**src/rtl/mux4_rr_arbiter.sv**
```systemverilog
// Four-requester round-robin arbiter sharing one 4:1 mux and a registered
// valid/ready output channel. Each owner may hold the channel for at most
// MAX_BURST consecutive captures while other requesters are waiting.
module mux4_rr_arbiter #(
    parameter int unsigned DW        = 3,
    parameter int unsigned MAX_BURST = 2
) (
    input  logic          clk,
    input  logic          rst_n,
    input  logic [3:0]    req,
    input  logic [DW-1:0] din0,
    input  logic [DW-1:0] din1,
    input  logic [DW-1:0] din2,
    input  logic [DW-1:0] din3,
    input  logic          out_ready,
    output logic [3:0]    grant,
    output logic [1:0]    sel,
    output logic [DW-1:0] dout,
    output logic          dout_valid
);

    localparam logic [3:0] MaxBurst = 4'(MAX_BURST);

    typedef enum logic {StIdle, StBusy} state_t;

    state_t        state;
    logic [3:0]    burst_cnt;
    logic          free;
    logic          cap;
    logic          cont;
    logic [1:0]    pick;
    logic [DW-1:0] din_sel;

    assign free = !dout_valid || out_ready;
    assign cap  = free && (req != 4'b0000);
    // The current owner keeps the slot only while it is within its burst budget.
    assign cont = (state == StBusy) && req[sel] && (burst_cnt < MaxBurst);

    // Winner selection: continue the burst, else scan sel+1..sel+4 (owner last).
    always_comb begin
        logic       found;
        logic [1:0] idx;
        pick  = sel;
        found = 1'b0;
        idx   = 2'd0;
        for (int k = 1; k <= 4; k++) begin
            idx = sel + 2'(k);
            if (!found && req[idx]) begin
                pick  = idx;
                found = 1'b1;
            end
        end
        if (cont) begin
            pick = sel;
        end
    end

    // One-hot grant; forced low while reset is asserted.
    always_comb begin
        grant = 4'b0000;
        if (cap && rst_n) begin
            grant[pick] = 1'b1;
        end
    end

    // Data mux driven by the winner.
    always_comb begin
        din_sel = din0;
        unique case (pick)
            2'd0: din_sel = din0;
            2'd1: din_sel = din1;
            2'd2: din_sel = din2;
            2'd3: din_sel = din3;
            default: din_sel = din0;
        endcase
    end

    // Owner/burst FSM and output register; a stall (free=0) holds everything.
    always_ff @(posedge clk or negedge rst_n) begin
        if (!rst_n) begin
            state      <= StIdle;
            burst_cnt  <= 4'd0;
            sel        <= 2'd3;
            dout       <= '0;
            dout_valid <= 1'b0;
        end else if (cap) begin
            state      <= StBusy;
            // A wrap-around return to a lone owner restarts its burst count.
            burst_cnt  <= cont ? burst_cnt + 4'd1 : 4'd1;
            sel        <= pick;
            dout       <= din_sel;
            dout_valid <= 1'b1;
        end else if (free) begin
            state      <= StIdle;
            burst_cnt  <= 4'd0;
            dout_valid <= 1'b0;
        end
    end

endmodule
```
**config.mk**
```make
export PLATFORM = sky130hd
export DESIGN_NAME = mux4_rr_arbiter
export DESIGN_NICKNAME = d
export VERILOG_FILES = /design/src/rtl/mux4_rr_arbiter.sv
export SDC_FILE = /design/constraint.sdc
export NUM_CORES = 1
export LEC_CHECK = 0
export BUFFER_PORTS_ARGS = -buffer_cell sky130_fd_sc_hd__buf_2
export CORE_MARGIN = 5
export CORE_UTILIZATION = 42
export DETAILED_ROUTE_END_ITERATION = 8
export PLACE_DENSITY = 0.79
export RECOVER_POWER = 100
export SETUP_SLACK_MARGIN = 0.2
export SYNTH_ARGS = -nofsm -noshare
export SYNTH_HDL_FRONTEND = slang
export SYNTH_SLANG_ARGS = --single-unit
export TNS_END_PERCENT = 1
```
**constraint.sdc**
```tcl
create_clock -name clk -period 2.6 [get_ports clk]
set_clock_uncertainty 0.2 [all_clocks]
set_input_delay 0.26 -clock clk [delete_from_list [all_inputs] [get_ports clk]]
set_output_delay 0.26 -clock clk [all_outputs]
set_load 0.02 [all_outputs]
```
## Yosys cells after proc, flatten, opt, wreduce, memory -nomap -nowiden

Cells that the tools add are included.

| word-level totals | value |
|---|---|
| output and inout bits | 10 |
| bits of input ports | 19 |
| register bits | 10 |

| operators by class | value |
|---|---|
| eq/ne operators | 3 |
| mux-type cells | 25 |
| reduce and logical (&&, ||, !) cells | 16 |
| add/subtract/negate cells | 4 |
| magnitude comparators | 7 |

Operators with widths:

| operator | count |
|---|---|
| 4-bit 2-to-1 mux | 4 |
| 2-bit by 3-bit < comparator with 1-bit output, second input constant | 5 |
| 3-bit one-hot mux with 4 select lines | 1 |
| 1-bit 2-to-1 mux | 10 |
| 2-bit 2-to-1 mux | 5 |
| 1-bit binary-select mux with 2-bit select | 4 |
| 1-bit logical AND | 8 |
| 2-bit adder, second input constant | 2 |
| 4-bit by 1-bit adder with 4-bit output, second input constant | 1 |
| 2-bit equality test, second input constant | 2 |
| 1-bit zero test | 4 |
| 4-bit by 2-bit < comparator with 1-bit output, second input constant | 1 |
| 4-bit nonzero test | 1 |
| 2-bit by 1-bit adder with 2-bit output, second input constant | 1 |
| 1-bit demux with 2-bit select | 1 |
| 2-bit by 1-bit equality test with 1-bit output, second input constant | 1 |
| 2-bit by 1-bit greater-or-equal comparator with 1-bit output, second input constant | 1 |
| 2-bit zero test | 1 |
| 2-bit nonzero test | 1 |
| 1-bit logical OR | 1 |

## Logic depth before layout (Yosys ltp)

Gate-level depths: netlist of run 1.

| logic depth | value |
|---|---|
| depth after elaboration | 19 |
| depth in mapped cells | 9 |
| mapped depth without buffers | 7 |

## Least setup slack after synthesis of run 1

Ideal clock, no wire load.

| timing | value |
|---|---|
| path type | register -> output |
| start | reg sel[1] |
| end | out grant[1] |
| arrival | 2,634 ps |
| cell stages (with the launch flop) | 8 |
| required time | 2,140 ps |
| slack | -494 ps |
| cells stage by stage | dfstp_2 -> clkbuf_1 -> mux4_2 -> and4b_4 -> nor3_1 -> mux2i_1 -> inv_1 -> nor3_1 |

| between the ends | value |
|---|---|
| word-level cells in the longest chain between the ends | 19 |
| elaborated cells on any way between the ends | 33 |
| those cells by class | 3 x add/sub; 2 x order compare; 19 x mux; 9 x reduce/logical |

Ends and longest elaborated chain:

| element | line | source |
|---|---|---|
| start, declared | 17 | `output logic [1:0] sel,` |
| start signal, assigned | 90 | `sel <= pick;` |
| 2-bit by 1-bit adder with 2-bit output | 47 | `idx = sel + 2'(k);` |
| 1-bit binary-select mux with 2-bit select | 48 | `if (!found && req[idx]) begin` |
| 1-bit 2-to-1 mux (implied by the code) | 48 |  |
| 1-bit 2-to-1 mux | 48 |  |
| 1-bit zero test | 48 |  |
| 1-bit logical AND | 48 |  |
| 1-bit 2-to-1 mux | 48 |  |
| 1-bit zero test | 48 |  |
| (+3 left out) | - |  |
| 1-bit logical AND | 48 |  |
| 2-bit 2-to-1 mux | 48 |  |
| 2-bit 2-to-1 mux (*) | 53 | `if (cont) begin` |
| 2-bit by 3-bit < comparator with 1-bit output (implied by the code) / 2-bit by 1-bit greater-or-equal comparator with 1-bit output (equally long branches) | 62 | `grant[pick] = 1'b1;` |
| 1-bit logical AND (implied by the code) | 62 |  |
| 1-bit 2-to-1 mux (implied by the code) | 62 |  |
| 1-bit demux with 2-bit select (*) | 62 |  |
| 4-bit 2-to-1 mux (*) | 61 | `if (cap && rst_n) begin` |
| end, declared | 16 | `output logic [3:0] grant,` |

Mark *: on every way between the ends. The rest lies on a longest branch, timed or not. The select of a mux whose other input is x is not followed.

## Final worst setup path of run 1

| timing | value |
|---|---|
| start | reg sel[0] |
| end | out grant[0] |

Same word-level chain as after synthesis.

==> summary.txt, run 1 <==
Place
  • IO Port Bufs: 28
  • Post-Place Setup Slack: -248 ps
  • Last weighted congestion value of the routability-driven placer: 0.758
  • Final HPWL from detailed placement: 1650 um

Global route
  • Met3 track demand over resource in global routing: 3.44%
  • Maximum number of pins on one net before global-route repair: 13
  • Initial antenna violation count: 0
  • Met1 routing resource usage after global routing: 19.4%
  • Via count of the first global-routing pass: 821
  • Most congested layer reported by global routing: met2
  • Total routing usage reported by global routing: between 10% and 20%
  • Met2 layer usage reported by global route: just over 30%
  • Total overflow reported by the global router: 0
  • Global-route wire length before repair: 3480 um

Final layout
  • Fraction of layout instances using a drive strength above 1: 53.5%
  • Area Overhead vs Synth: 56.8%
  • Core occupancy in the finished layout: 68.1%
  • Net total in the final layout: ~150
  • Antenna Diode Count: 0

Worst setup path
  • Cell breakdown of the critical path: mux4_2, and4b_4, or4_4, a22oi_2, nand3_4, nor2_4, buf_6
  • Data required time of the worst path: 2140 ps
  • Type of the setup path with the least slack: reg -> out
  • Cell class contributing the biggest share of worst-path delay: simple AND/OR/NAND/NOR gates
  • CP Capture Type: output pin
  • Data arrival, critical path: 2550 ps
  • Slowest cell on the critical path: dfstp_2
  • Crit path buffers/inverters: 1
  • CP max FO: 3
  • Crit path launch type: flop
  • Slowest Stage Delay on Critical Path: between 500 and 600 ps

Yosys
  • Nets in the synthesized netlist: 99
  • Share of the synthesized area in the top cell type: between 20% and 30%
  • Warning count from the yosys run: 0
  • Avg Inst Size Synth: about 9.3 um2
  • Share of flip-flops with an asynchronous set or reset after synthesis: 100%
  • Largest cells by area after synthesis: dfrtp_1 27%, mux2i_1 9.6%, dfstp_2 7.2%
  • Post-synthesis cell count: 79
  • Netlist area before placement: 733 um2
  • Most used flip-flop cell after synthesis: dfrtp_1
  • Part of the Yosys area used for sequential elements: 34.5%
  • Post-synthesis register bit count: 10
  • Cell type with the largest total area after synthesis: dfrtp_1
  • Distinct cells, synth: 36
  • Post-synth EDFFs: 0

Run status
  • Run status: finished with violations
  • Failing checks: negative setup slack

Detailed routing
  • Antenna Nets Post-Route: 0
  • Vias/cell: ~5.6
  • DR WL/cell: 15.1 um
  • DRT Wirelength: 2180 um
  • Number of remaining DRC errors: 0
  • Via count: 802
  • Iter 0 DRT Violations: 10
  • Number of optimization iterations in the first detailed-route pass: 5

Timing
  • Fmax: between 300 and 400 MHz
  • Setup repair after global routing missed its margin: yes
  • Hold violation total from the final report: 0
  • Slew of the pin with the lowest slew margin: 787 ps
  • Pins over their slew limit: 0
  • Worst slew margin: 47.3%
  • Period Utilization, post-route: 116%
  • Final number of setup-violating endpoints: 8
  • Min Clock Period, post-route: 3010 ps
  • Setup TNS: -2230 ps
  • Smallest setup slack after layout: -411 ps

Floorplan
  • Std-Cell Rows: 15
  • Overall die height: 51.8 um
  • Die boundary width: 51.8 um
  • I/O pins: 29
  • Floorplan die area: 2680 um2
  • Area of the core: 1690 um2
  • Starting Density: between 40 and 50%

Clocking
  • Clock network latency to the later pin of the worst-skew pair: 270 ps
  • CTS H-tree lvls: 1
  • Worst-case clock buffer depth: 2
  • CTS tree: built
  • Cts bufs inserted: 3
  • TritonCTS sink count: 10
  • Clock transition at the register clock pins on the worst setup and hold paths after CTS: 70 ps
  • Clock root buffer master: clkbuf_4

Power and ir drop
  • Total power divided by cell area: 1180 nW/um2
  • Reported leakage power: between 0.0005 and 0.0006 uW
  • Maximum resistive drop on vdd: roughly 0.59 mV

Min path
  • Class of the tightest hold or removal check: in -> reg

Flow run
  • Max capacitance violation total: 0
[flip-flops by register name, summed over array words and instances (netlist names)]
| name | count |
|---|---|
| burst_cnt | 4 |
| dout | 3 |
| sel | 2 |
| state | 1 |
[cells by family (layout without fill, tap and decap cells)]
family | after synthesis | after routing | synth area share (%)
AND/OR/NAND/NOR | 35 | 35 | 26.8
buffers and inverters | 8 | 56 | 6.31
AO/OA/AOI/OAI | 17 | 17 | 18.1
adder cells (fa/ha/maj) | 1 | 1 | 1.71
flip-flops | 10 | 10 | 34.5
multiplexers | 8 | 8 | 12.6
[final cells by class]
cell class | count | area, um2
Sequential cell | 10 | 253
Clock buffer | 4 | 36.3
Multi-Input combinational cell | 61 | 507
Timing Repair Buffer | 49 | 322
Fill cell | 143 | 539
Inverter | 3 | 11.3
Tap cell | 17 | 21.3
[worst register-to-register path, stage by stage, from the launching register on]
cell      delay (ps)
dfstp_2          540
mux4_2           480
and4b_4          200
or4_4            410
a22oi_2          270
buf_6            170
buf_6            120
mux2i_1          210
a221oi_1         100
[cell usage after synthesis, types with 2 or more instances]
| cell type | n |
|---|---|
| o211ai_1 | 2 |
| inv_1 | 3 |
| a22o_1 | 3 |
| nor3_1 | 4 |
| nand2_1 | 4 |
| dfstp_2 | 2 |
| nor2_1 | 12 |
| a221oi_1 | 3 |
| dfrtp_1 | 8 |
| mux2i_1 | 7 |
| buf_6 | 2 |
| and2_1 | 2 |
| a21oi_1 | 3 |
| clkbuf_1 | 2 |
[metrics by stage]
step / instance area (um2) / hold WS (ps) / total power, uW / std cells
floorplan: 782 / -236 / 804 / 79
global placement: 1030 / -46.9 / 1030 / 135
detailed placement: 1030 / -38.7 / 1060 / 135
CTS: 1140 / 127 / 1350 / 144
global route: 1150 / 163 / 1450 / 144
finish: 1150 / 149 / 1350 / 144
[per-layer routing]
metal / part of all wire, % / vias up / wire [um]
li1: - / 392 / -
met5: 0 / - / 0
met4: 2.9 / 0 / 63
met1: 40 / 382 / 873
met3: 2.8 / 9 / 62
met2: 54 / 19 / 1180
[timing repair]
| action | CTS | global route |
|---|---|---|
| resized for setup | 11 | 3 |
| setup endpoints to repair | 9 | 9 |
| pin swaps | 6 | 2 |
| hold endpoints to repair | 10 | 0 |
| hold buffers | 1 | 0 |
| setup buffers | 4 | 0 |
[worst paths after layout]
path,start,endpoint,slack (ps),cells after the start
max reg2reg,sel[0]$_DFFE_PN1P_,dout[2]$_DFFE_PN0P_,-230,8
min,din1[2],dout[2]$_DFFE_PN0P_,150,3
min reg2reg,burst_cnt[3]$_DFFE_PN0P_,burst_cnt[3]$_DFFE_PN0P_,300,1
min in group asynchronous,rst_n,dout[1]$_DFFE_PN0P_,200,2
max in group asynchronous,rst_n,sel[0]$_DFFE_PN1P_,1720,2
max,sel[0]$_DFFE_PN1P_,grant[0],-410,7
[where the power goes]
part	switching, uW	leakage (uW)	internal (uW)
Combinational	470	0.000404	479
Sequential	42.6	0.000115	222
Clock	56.0	0.0000210	85.0
[layout by cell type, fill, tap and decap left out, drive strengths merged, types with 2 or more instances in the layout]
master / instances
nor2: 12
and2: 3
buf: 44
a22o: 3
o211ai: 2
a22oi: 2
nand2: 4
nor3: 4
a221oi: 3
dfstp: 2
clkbuf: 8
inv: 3
a21oi: 3
mux2i: 7
dfrtp: 8
Power figures use the tool's default switching activity.
==> run 2: changes to the inputs <==
--- a/config.mk
+++ b/config.mk
@@ -7,9 +7,9 @@
 export LEC_CHECK = 0
 export BUFFER_PORTS_ARGS = -buffer_cell sky130_fd_sc_hd__buf_2
 export CORE_MARGIN = 5
-export CORE_UTILIZATION = 42
+export CORE_UTILIZATION = 46
 export DETAILED_ROUTE_END_ITERATION = 8
-export PLACE_DENSITY = 0.79
+export PLACE_DENSITY = 0.82
 export RECOVER_POWER = 100
 export SETUP_SLACK_MARGIN = 0.2
 export SYNTH_ARGS = -nofsm -noshare
==> constraint.sdc (replaced) <==
create_clock -name clk -period 3.1 [get_ports clk]
set_clock_uncertainty 0.2 [all_clocks]
set_input_delay 0.31 -clock clk [delete_from_list [all_inputs] [get_ports clk]]
set_output_delay 0.31 -clock clk [all_outputs]
set_load 0.02 [all_outputs]
==> run 2 against run 1 <==
Compared with the run above: first-iteration DRC count down 20%; the flow now finishes without violations; sequential power shrank 11%; via count shrank 5.6%; design area shrank 11%; total power down 25%; largest cell class unchanged.
==> summary.txt, run 2 (same netlist as run 1, synthesis figures left out) <==
Power and ir drop
  • Total power divided by cell area: 997 nW/um2 (-15%)
  • Reported leakage power: 0.000467 uW (-14%)
  • Power consumption: 1020 uW (-25%)
  • Maximum resistive drop on vdd: 0.570 mV (-3.1%)

Clocking
  • Cts bufs inserted: 3 (unchanged)
  • Clock root buffer master: clkbuf_4
  • Clock network latency to the later pin of the worst-skew pair: 260 ps (about the same)
  • TritonCTS sink count: 10 (unchanged)
  • Clock transition at the register clock pins on the worst setup and hold paths after CTS: 70 ps (about the same)
  • Worst-case clock buffer depth: 2 (unchanged)
  • CTS tree: built
  • CTS H-tree lvls: 1 (unchanged)

Global route
  • Maximum number of pins on one net before global-route repair: 13 (unchanged)
  • Total overflow reported by the global router: 0 (unchanged)
  • Via count of the first global-routing pass: 763 (-7.1%)
  • Met2 layer usage reported by global route: 26.1% (-4.9 points)
  • Met3 track demand over resource in global routing: 5.42% (+2.0 points)
  • Global-route wire length before repair: 3250 um (-6.7%)
  • Total routing usage reported by global routing: 16.4% (-0.98 points)
  • Initial antenna violation count: 0 (unchanged)
  • Most congested layer reported by global routing: met2
  • Met1 routing resource usage after global routing: 20.4% (+1.1 points)

Final layout
  • Net total in the final layout: 134 (-9.5%)
  • Core occupancy in the finished layout: 67.6% (-0.47 points)
  • Most common library cell in the layout ignoring fill and taps: buf_2
  • Registers with the most flip-flops: burst_cnt x4, dout x3, sel x2
  • Fraction of layout instances using a drive strength above 1: 45.1% (-8.4 points)
  • Commonest non-fill, non-tap cells in the layout: 21 x buf_2, 10 x nor2_1, 8 x dfrtp_1, 7 x buf_6, 6 x mux2i_1
  • Number of flip-flops in the largest register: 4 (unchanged)
  • Area Overhead vs Synth: 38.9%
  • Register name with the most flops: burst_cnt
  • Summed area of non-filler cells in the final layout: 1020 um2 (-11%)
  • Antenna Diode Count: 0 (unchanged)

Min path
  • Class of the tightest hold or removal check: in -> reg
  • Hold_sp: din3[0]

Detailed routing
  • DR WL/cell: 15.0 um (-0.93%)
  • Vias/cell: 5.87 (+5.4%)
  • Via count: 757 (-5.6%)
  • DRT Wirelength: 1930 um (-11%)
  • Number of remaining DRC errors: 0 (unchanged)
  • Iter 0 DRT Violations: 8 (-2)
  • Number of optimization iterations in the first detailed-route pass: 4 (-1)
  • Antenna Nets Post-Route: 0 (unchanged)

Floorplan
  • Die boundary width: 49.9 um (-3.6%)
  • Area of the core: 1510 um2 (-11%)
  • I/O pins: 29 (unchanged)
  • Overall die height: 49.9 um (-3.6%)
  • Starting Density: 48.7% (+5.3 points)
  • Std-Cell Rows: 14 (-1)
  • Floorplan die area: 2490 um2 (-7.0%)

Flow run
  • Max capacitance violation total: 0 (unchanged)

Worst setup path
  • Launch point of the worst reg-to-reg path: sel[0]$_DFFE_PN1P_
  • Type of the setup path with the least slack: reg -> out
  • CP Capture Type: output pin
  • Crit path from: sel[0]$_DFFE_PN1P_
  • Data arrival, critical path: 2560 ps (about the same)
  • CP max FO: 3 (unchanged)
  • Crit path launch type: flop
  • Data required time of the worst path: 2590 ps (+450 ps)

Timing
  • Hold violation total from the final report: 0 (unchanged)
  • Fmax: 325 MHz
  • Hold WS: 188 ps (+38.8 ps)
  • Period Utilization, post-route: slightly below 100%
  • Setup repair after global routing missed its margin: yes
  • Min Clock Period, post-route: roughly 3000 ps
  • Setup TNS: 0 ps (+2230 ps)
  • Worst slew margin: 53.8% (+6.5 points)
  • Pins over their slew limit: 0 (unchanged)
  • Final number of setup-violating endpoints: 0 (-8)
  • Slew of the pin with the lowest slew margin: 683 ps (-105 ps)

Place
  • Final HPWL from detailed placement: 1390 um (-16%)
  • Placed cell area: 897 um2 (-13%)
  • IO Port Bufs: 28 (unchanged)
  • Last weighted congestion value of the routability-driven placer: 0.848 (+12%)

Run status
  • Run status: finished clean
[run 2: changes by cell type in the layout (fill, tap and decap cells not counted), moves of 2 or more]
cell / change
a221oi_1: +2
a221oi_2: -2
buf_4: -16
buf_6: +2
nor2_2: +2
nor2_4: -2
[run 2: layer usage]
metal,routed length [um],vias up
li1,-,362
met1,798,355
met2,915,34
met3,164,6
met4,55,0
met5,0,-
[run 2: through the flow]
stage	setup slack, ps	instances
finish	25.7	129
global route	-97.3	129
CTS	7.61	129
detailed placement	220	121
global placement	299	121
floorplan	149	79
[run 2: layout make-up]
type / count / area (um2)
Tap cell: 16 / 20.0
Inverter: 3 / 11.3
Clock buffer: 4 / 36.3
Sequential cell: 10 / 253
Fill cell: 120 / 488
Multi-Input combinational cell: 61 / 474
Timing Repair Buffer: 35 / 224
[run 2: worst paths after layout]
kind                                            end  slack [ps]  cells after the start
max                                        grant[1]          30                      8
min                             dout[0]$_DFFE_PN0P_         190                      3
max reg2reg                     dout[2]$_DFFE_PN0P_         300                      8
min reg2reg                burst_cnt[3]$_DFFE_PN0P_         290                      1
max in group asynchronous        sel[1]$_DFFE_PN1P_        2170                      2
min in group asynchronous  burst_cnt[3]$_DFFE_PN0P_         260                      2
[run 2: repair_timing]
| item | CTS | global route |
|---|---|---|
| pin swaps | 4 | 8 |
| hold buffers | 1 | 0 |
| hold endpoints to repair | 10 | 0 |
| gates resized for setup | 7 | 9 |
| cloned | 0 | 0 |
| endpoints found under the setup margin | 4 | 7 |
| buffers inserted | 3 | 0 |
[run 2: power by group]
group,switching (uW),internal [uW]
registers,47.6,187
logic,336,328
clock network,44.6,71.3
[run 2: critical path, cell delays in order (launching register included)]
cell and delay [ps]:
dfstp_2 550, mux4_2 490, and4b_4 210, buf_6 120, nor3_4 230, mux2i_2 290
inv_2 90, nor3_4 180, buf_6 140
==> run 3: changes to the inputs <==
--- a/config.mk
+++ b/config.mk
@@ -5,11 +5,12 @@
 export SDC_FILE = /design/constraint.sdc
 export NUM_CORES = 1
 export LEC_CHECK = 0
+export ABC_AREA = 1
 export BUFFER_PORTS_ARGS = -buffer_cell sky130_fd_sc_hd__buf_2
 export CORE_MARGIN = 5
-export CORE_UTILIZATION = 46
+export CORE_UTILIZATION = 50
 export DETAILED_ROUTE_END_ITERATION = 8
-export PLACE_DENSITY = 0.82
+export PLACE_DENSITY = 0.85
 export RECOVER_POWER = 100
 export SETUP_SLACK_MARGIN = 0.2
 export SYNTH_ARGS = -nofsm -noshare
==> constraint.sdc (replaced) <==
create_clock -name clk -period 3.1 [get_ports clk]
set_clock_uncertainty 0.2 [all_clocks]
set_input_delay 0.155 -clock clk [delete_from_list [all_inputs] [get_ports clk]]
set_output_delay 0.155 -clock clk [all_outputs]
set_load 0.02 [all_outputs]
==> run 3 against run 2 <==
Compared with the run above: wire length grew 18%; core utilization shrank 1.7 points; synthesized cell count increased by 78%; design area rose by 12%.
==> summary.txt, run 3 <==
Floorplan
  • Area of the core: 1730 um2 (+15%)
  • Std-Cell Rows: 15 (+1)
  • Starting Density: 52.8% (+4.2 points)
  • Die boundary width: 52.7 um (+5.6%)
  • I/O pins: 29 (unchanged)
  • Overall die height: 52.7 um (+5.6%)
  • Floorplan die area: 2780 um2 (+11%)

Global route
  • Total routing usage reported by global routing: 17.9% (+1.5 points)
  • Global-route wire length before repair: 3730 um (+15%)
  • Maximum number of pins on one net before global-route repair: 14 (+1)
  • Via count of the first global-routing pass: 871 (+14%)
  • Initial antenna violation count: 0 (unchanged)
  • Total overflow reported by the global router: 0 (unchanged)

Worst setup path
  • Data arrival, critical path: 2480 ps (-80 ps)
  • Register-to-Register Setup Slack: 590 ps (+290 ps)
  • CP max FO: 13 (+10)
  • Crit path launch type: flop
  • CP Capture Type: output pin
  • Type of the setup path with the least slack: reg -> out
  • Data required time of the worst path: 2740 ps (+150 ps)
  • Worst R2R Path Depth: 17 (+9)
  • Critical register-to-register path endpoint: dout[2]$_DFFE_PN0P_
  • Launch point of the worst reg-to-reg path: sel[0]$_DFFE_PN1P_

Final layout
  • Net total in the final layout: 197 (+47%)
  • Most common library cell in the layout ignoring fill and taps: nand2_1
  • Number of flip-flops in the largest register: 4 (unchanged)
  • Area Overhead vs Synth: 24.8%
  • Register name with the most flops: burst_cnt
  • Summed area of non-filler cells in the final layout: 1140 um2 (+12%)
  • Post-route insts no fill: 201 (+56%)
  • Antenna Diode Count: 0 (unchanged)
  • Registers with the most flip-flops: burst_cnt x4, dout x3, sel x2
  • Commonest non-fill, non-tap cells in the layout: 53 x nand2_1, 20 x buf_2, 13 x nand2_2, 12 x inv_1, 10 x nand3_1
  • Fraction of layout instances using a drive strength above 1: 28.4% (-17 points)
  • Core occupancy in the finished layout: 65.9% (-1.7 points)

Timing
  • Pins over their slew limit: 0 (unchanged)
  • Setup TNS: 0 ps (unchanged)
  • Fmax: 353 MHz (+8.6%)
  • Slew of the pin with the lowest slew margin: 577 ps (-105 ps)
  • Min Clock Period, post-route: 2830 ps (-244 ps)
  • Period Utilization, post-route: 91.3% (-7.9 points)
  • Setup repair after global routing missed its margin: no
  • Smallest setup slack after layout: 270 ps (+244 ps)
  • Worst slew margin: 61.5% (+7.7 points)
  • Hold violation total from the final report: 0 (unchanged)
  • Final number of setup-violating endpoints: 0 (unchanged)

Yosys
  • Post-synth EDFFs: 0 (unchanged)
  • Most used standard cell by instance count after synthesis: nand2_1
  • Cell types with the highest counts after synthesis: 52 x nand2_1, 14 x nand2_2, 11 x inv_1
  • Distinct cells, synth: 26 (-28%)
  • Post-synthesis register bit count: 10 (unchanged)
  • Avg Inst Size Synth: 6.47 um2 (-30%)
  • Share of flip-flops with an asynchronous set or reset after synthesis: 100% (unchanged)
  • Post-synthesis cell count: 141 (+78%)
  • Netlist area before placement: 912 um2 (+24%)
  • Most used flip-flop cell after synthesis: dfrtp_1
  • Share of the synthesized area in the top cell type: 21.9% (-5.4 points)
  • Largest cells by area after synthesis: dfrtp_1 22%, nand2_1 21%, nand2_2 9.6%
  • Warning count from the yosys run: 0 (unchanged)
  • Part of the Yosys area used for sequential elements: 27.7% (-6.8 points)
  • Nets in the synthesized netlist: 161 (+63%)
  • Cell type with the largest total area after synthesis: dfrtp_1

Detailed routing
  • Number of remaining DRC errors: 0 (unchanged)
  • Iter 0 DRT Violations: 14 (+6)
  • Via count: 997 (+32%)
  • DRT Wirelength: 2280 um (+18%)
  • DR WL/cell: 11.3 um (-24%)
  • Number of optimization iterations in the first detailed-route pass: 6 (+2)
  • Antenna Nets Post-Route: 0 (unchanged)
  • Vias/cell: 4.96 (-15%)

Clocking
  • Cts bufs inserted: 3 (unchanged)
  • Clock root buffer master: clkbuf_4
  • Clock transition at the register clock pins on the worst setup and hold paths after CTS: 70 ps (about the same)
  • Worst-case clock buffer depth: 2 (unchanged)
  • CTS tree: built
  • TritonCTS sink count: 10 (unchanged)
  • Clock network latency to the later pin of the worst-skew pair: 270 ps (about the same)
  • Post-CTS setup buffers: 0 (-3)
  • CTS H-tree lvls: 1 (unchanged)

Power and ir drop
  • Reported leakage power: 0.000621 uW (+33%)
  • Maximum resistive drop on vdd: 0.681 mV (+20%)
  • Total power divided by cell area: 1310 nW/um2 (+31%)

Min path
  • Class of the tightest hold or removal check: in -> reg
  • Worst min-delay path endpoint: burst_cnt[3]$_DFFE_PN0P_
  • Hold_sp: out_ready
  • Instance count along the most critical hold path: 4 (+1)

Place
  • Placed cell area: 1060 um2 (+19%)
  • IO Port Bufs: 28 (unchanged)
  • DP Cell Count: 192 (+59%)
  • Post-Place Setup Slack: 730 ps (+511 ps)
  • Final HPWL from detailed placement: 1780 um (+28%)
  • Last weighted congestion value of the routability-driven placer: 0.836 (-1.3%)

Run status
  • Run status: finished clean

Flow run
  • Max capacitance violation total: 0 (unchanged)
## run 3: metrics by stage
step / hold WS, ps / total power, uW
floorplan: -341 / 1170
global placement: -179 / 1340
detailed placement: -173 / 1380
CTS: 4.36 / 1520
global route: 26.7 / 1650
finish: 12.7 / 1490
## run 3: worst max path at each step
stage | slack, ps | endpoint | from | cells past startpoint
floorplan | 750 | grant[2] | sel[1]$_DFFE_PN1P_ | 11
global placement | 790 | grant[0] | sel[0]$_DFFE_PN1P_ | 13
detailed placement | 730 | dout[1]$_DFFE_PN0P_ | sel[0]$_DFFE_PN1P_ | 15
CTS | 430 | grant[0] | sel[0]$_DFFE_PN1P_ | 13
global route | 130 | grant[3] | sel[0]$_DFFE_PN1P_ | 13
finish | 270 | grant[3] | sel[0]$_DFFE_PN1P_ | 13
## run 3: logic make-up after synthesis
logic type	after synthesis	share of synthesized area (%)
AOI/OAI and AO/OA	15	9.74
adders and majority gates	1	1.37
buffers and inverters	16	7.82
DFF	10	27.7
and+or+nand+nor	99	53.4
## run 3: area by class of cell
class,count,area (um2)
flip-flops and latches,10,253
inverters,14,52.6
multi-input cells,115,586
repair buffers,33,180
fillers,162,588
well taps,25,31.3
clock buffers,4,36.3
## run 3: report_power, final
| part | switching, uW | internal, uW |
|---|---|---|
| clock network | 45.4 | 71.3 |
| logic | 757 | 357 |
| registers | 66.3 | 189 |
## run 3: worst max-delay path, stage by stage (launching register included)
cell      delay [ps]
dfstp_2          670
inv_1            190
nand2_1          150
nand2_1           60
nand2_1           70
nand2_2           90
nor2_4           120
nand2_2           80
nand2_2           80
nor2_2            40
nand2_1          130
nand2_4          120
nor3_1           150
clkbuf_1         260
## run 3: repair_timing
| item | 4_1_cts | 5_1_grt |
|---|---|---|
| hold endpoints to repair | 13 | 0 |
| hold buffers | 5 | 0 |
| resized for setup | 0 | 0 |
## run 3: routing by layer
layer | GRT usage [%] | part of all wire [%]
met5 | 0 | 0
met3 | 2.56 | 2.9
met1 | 23.2 | 43
met4 | 3.83 | 0.48
met2 | 31.0 | 54
